File: config.mk
export PLATFORM = sky130hd
export DESIGN_NAME = sync_result_fifo
export DESIGN_NICKNAME = d
export VERILOG_FILES = /design/src/rtl/sync_result_fifo.sv
export SDC_FILE = /design/constraint.sdc
export NUM_CORES = 1
export LEC_CHECK = 0
export CELL_PAD_IN_SITES_DETAIL_PLACEMENT = 0
export CELL_PAD_IN_SITES_GLOBAL_PLACEMENT = 2
export CORE_MARGIN = 5
export CORE_UTILIZATION = 40
export DETAILED_ROUTE_END_ITERATION = 10
export PLACE_DENSITY_LB_ADDON = 0.1
export SLEW_MARGIN = 20
export SYNTH_ARGS = -nofsm -noshare
export SYNTH_HDL_FRONTEND = slang
export SYNTH_SLANG_ARGS = --single-unit
export TNS_END_PERCENT = 100
File: constraint.sdc
create_clock -name clk -period 2.3 [get_ports clk]
set_input_delay 0.23 -clock clk [delete_from_list [all_inputs] [get_ports clk]]
set_output_delay 0.23 -clock clk [all_outputs]
set_load 0.01 [all_outputs]
File: src/rtl/sync_result_fifo.sv
// Ready/valid result buffer for a synchronous function stage, DEPTH entries, in-order.
// Optional occupancy output `count` is enabled by defining SYNC_FIFO_COUNT_EN.
module sync_result_fifo #(
    parameter int WIDTH  = 16,
    parameter int DEPTH  = 4,
    parameter int ADDR_W = 2
) (
    input  logic              clk,
    input  logic              rst,
    input  logic              in_valid,
    output logic              in_ready,
    input  logic [WIDTH-1:0]  in0,
    output logic              out_valid,
    input  logic              out_ready,
    output logic [WIDTH-1:0]  out0
`ifdef SYNC_FIFO_COUNT_EN
    ,
    output logic [ADDR_W:0]   count
`endif
);

    logic [WIDTH-1:0] mem_r [DEPTH];
    logic [ADDR_W:0]  wr_ptr_r;
    logic [ADDR_W:0]  rd_ptr_r;
    logic             empty_s;
    logic             full_s;
    logic             push_s;
    logic             pop_s;

    // Status, handshakes and head data, all derived from registered pointers only.
    always_comb begin
        empty_s   = (wr_ptr_r == rd_ptr_r);
        full_s    = (wr_ptr_r[ADDR_W-1:0] == rd_ptr_r[ADDR_W-1:0]) &&
                    (wr_ptr_r[ADDR_W] != rd_ptr_r[ADDR_W]);
        in_ready  = !full_s && !rst;
        out_valid = !empty_s && !rst;
        push_s    = in_valid && in_ready;
        pop_s     = out_valid && out_ready;
        if (out_valid) begin
            out0 = mem_r[rd_ptr_r[ADDR_W-1:0]];
        end else begin
            out0 = {WIDTH{1'b0}};
        end
    end

    // Pointer update; the extra MSB toggles on each wrap so full and empty stay distinct.
    always_ff @(posedge clk) begin
        if (rst) begin
            wr_ptr_r <= {(ADDR_W+1){1'b0}};
            rd_ptr_r <= {(ADDR_W+1){1'b0}};
        end else begin
            if (push_s) begin
                wr_ptr_r <= wr_ptr_r + {{ADDR_W{1'b0}}, 1'b1};
            end
            if (pop_s) begin
                rd_ptr_r <= rd_ptr_r + {{ADDR_W{1'b0}}, 1'b1};
            end
        end
    end

    // Storage write; contents are not cleared because empty pointers hide them.
    always_ff @(posedge clk) begin
        if (push_s) begin
            mem_r[wr_ptr_r[ADDR_W-1:0]] <= in0;
        end
    end

`ifdef SYNC_FIFO_COUNT_EN
    assign count = wr_ptr_r - rd_ptr_r;
`endif

endmodule

==> impl_metrics.ini <==
[pwr]
p_leak_uw = 0.00134
pwr-share-seq_pct = 38.7
intPower_uw = 3090
powerDensity_nw_per_um2 = 1100
peakVddDrop_v = 0.000409
p_comb_share_pct = 36.8
clkPwrFrac_pct = 24.5
netSwitchingFraction_pct = 28.2
total_power_uw = 4300
switchingPower_uw = 1210

[logic_synthesis]
async_reset_ff_share_pct = 0
synth_top_area_share_pct = 63.9
ys_types = 27
synth_edf_count = 64
yosysMostFrequentCell = edfxtp_1
yosys_most_used_dff = edfxtp_1
synth_area_leaders = edfxtp_1, mux4_2, dfxtp_1
syn-instance-count = 170
ys_top_cells_by_count = edfxtp_1, nor2b_1, mux4_2, dfxtp_1
ys_warn_count = 0
syn-num-nets = 195
avgSynthCellArea_um2 = 17.7
synth_top_cell_by_area = edfxtp_1
ys_seq_area_share_pct = 69.3
synth-seq-cells = 72
synthesis.area_um2 = 3010

[setup_path]
cpMaxStageDelayCell = mux4_2
path_class = flop to primary output
cp-start-kind = flop
cp_max_fo = 6
path_delay_family = buffers and inverters
cp_num_buf_inv = 2
critPathMaxStageDelay_ns = 0.51
crit_path_end_kind = primary output
critPathRequiredTime_ns = 2.07
crit_chain = buf_12 > mux4_2 > nor2b_1 > clkdlybuf4s50_1
critPathArrivalTime_ns = 2.01

[clocking]
clk_pin_slew_worst_paths_ns = 0.07
insertion_delay_ns = 0.33
ctsHoldBuffers = 0
clock_sinks = 72
tritoncts = yes
cts_root_buffer = clkbuf_8
cts_buffers = 9
htreeDepth = 3
clockBufferDepth = 2

[sta]
layout_setup_ws_ns = 0.0644
fmax_ghz = 0.447
rsz0062_at_grt = false
fin_crit_sh_pct = 97.2
slew_headroom_pct = 70.2
setup_viol = 0
worst_slew_pin_slew_ns = 0.446
finalSetupTns_ns = 0
hold_violations = 0
maxSlewViolCount = 0
holdWs_ns = 0.522
skew_ns = 0.00694
fin_crit_ns = 2.24

[grt]
use_met3_pct = 2.95
antenna_found_initial = 0
grt_most_used_layer = met2
grt_max_degree = 17
gr-usage-met2_pct = 21.0
global_route.usage.met1_pct = 15.8
grt_usage_pct = 12.7
grt_pass1_wl_um = 9330
grt.overflow.total = 0
grt_pass1_vias = 1795

[detailed_routing]
viasPerCell = 5.08
drc_errors = 0
wirelength_um = 5620
drt-wirelength-per-cell_um = 16.9
first_iter_violations = 77
drt_first_pass_iters = 4
ant_nets = 0
dr_total_vias = 1685

[floorplan]
dieArea_um2 = 9350
core_region_area_um2 = 7290
initial_core_util_pct = 41.2
die_w_um = 96.7
std_cell_rows = 31
io_pins = 38
die_h_um = 96.7

[run]
drv_cap = 0

[final_layout]
finish.utilization_pct = 53.5
drive_above_1_share_pct = 24.0
antenna_cells = 0
multi_input_area_um2 = 848
fill_cells = 624
layout.nets = 253
regArea_um2 = 2090
area_growth_syn_to_layout_pct = 29.7

[placed_design]
pre_cts_slack_ns = 0.244
gp_congestion = 0.805
place_hpwl_um = 3830
port_buffers = 37

[hold_path]
hold_path.class = flop to flop

[outcome]
status = completed
[metal layers]
metal	wire (um)	vias to the layer above
met5	0	-
met4	88	0
li1	-	786
met2	2880	34
met3	180	7
met1	2470	858
[cell families (layout without fill, tap and decap cells)]
group	after synthesis	count (layout)	share of synthesized area (%)
compound gates	16	16	3.58
xor+xnor	6	6	2.25
fa+ha+maj	5	5	2.08
buf+inv	14	77	2.50
flops	72	72	69.3
mux	16	16	12.0
simple gates	41	41	8.33
[what timing repair did]
action                                  in CTS  in global routing
endpoints found under the hold margin        0                  0
gates cloned                                 1                  0
resized for setup                           11                  5
endpoints found under the setup margin      12                  5
setup buffers                                0                  0
[final cells by class]
class | instances | area share, %
multi-input cells | 84 | 21.8
inverters | 6 | 0.578
repair buffers | 55 | 15.4
clock inverters | 5 | 2.09
clock buffers | 11 | 3.37
well taps | 99 | 3.18
flip-flops and latches | 72 | 53.6
[power by group through the flow]
stage / Clock, uW / Sequential [uW] / Combinational [uW]
finish: 1050 / 1670 / 1580
global route: 1140 / 1680 / 1720
CTS: 1080 / 1670 / 1620
detailed placement: 0 / 1680 / 1550
global placement: 0 / 1670 / 1540
floorplan: 0 / 1660 / 902
[path summary, 6_finish.rpt]
path	slack, ns	start	cells past startpoint	endpoint
worst max-delay path	0.06	flop	4	out0[3]
worst min-delay path	0.52	wr_ptr_r[2]	2	wr_ptr_r[2]
worst max register to register	0.61	wr_ptr_r[1]	5	mem_r[3][8]
worst min register to register	0.52	wr_ptr_r[2]	2	wr_ptr_r[2]
[metrics by stage]
stage | instance area [um2] | cells
2_1_floorplan | 3010 | 170
3_3_place_gp | 3640 | 315
3_5_place_dp | 3640 | 315
4_1_cts | 3890 | 332
5_1_grt | 3900 | 332
6_report | 3900 | 332
[layout by cell type (no fill, tap or decap), types with 2 or more instances in the layout]
master	count
edfxtp_1	64
clkdlybuf4s50_1	30
nor2b_1	19
mux4_2	16
buf_4	11
clkbuf_8	9
inv_1	6
nand4_1	6
o21ai_0	6
dlygate4sd2_1	6
buf_12	6
nand3_1	5
ha_1	5
and3_1	4
dfxtp_2	4
xor2_1	3
nand2_1	3
dfxtp_1	3
xnor2_2	2
a31oi_1	2
nor3b_1	2
a22oi_1	2
o211ai_1	2
a41oi_1	2
clkbuf_1	2
bufinv_16	2
[worst register-to-register path, delay by kind of cell, from the launching register on]
kind | cells | cell delay [ns]
flip-flops | 1 | 0.34
AND/OR/NAND/NOR | 1 | 0.26
AO/OA/AOI/OAI | 1 | 0.32
XOR/XNOR | 1 | 0.15
buffers and inverters | 2 | 0.34
[state kept, by name, summed over array words and instances (netlist names), named ones only]
name	count
rd_ptr_r	3
wr_ptr_r	3
mem_r	64
(Power assumes the default switching activity.)
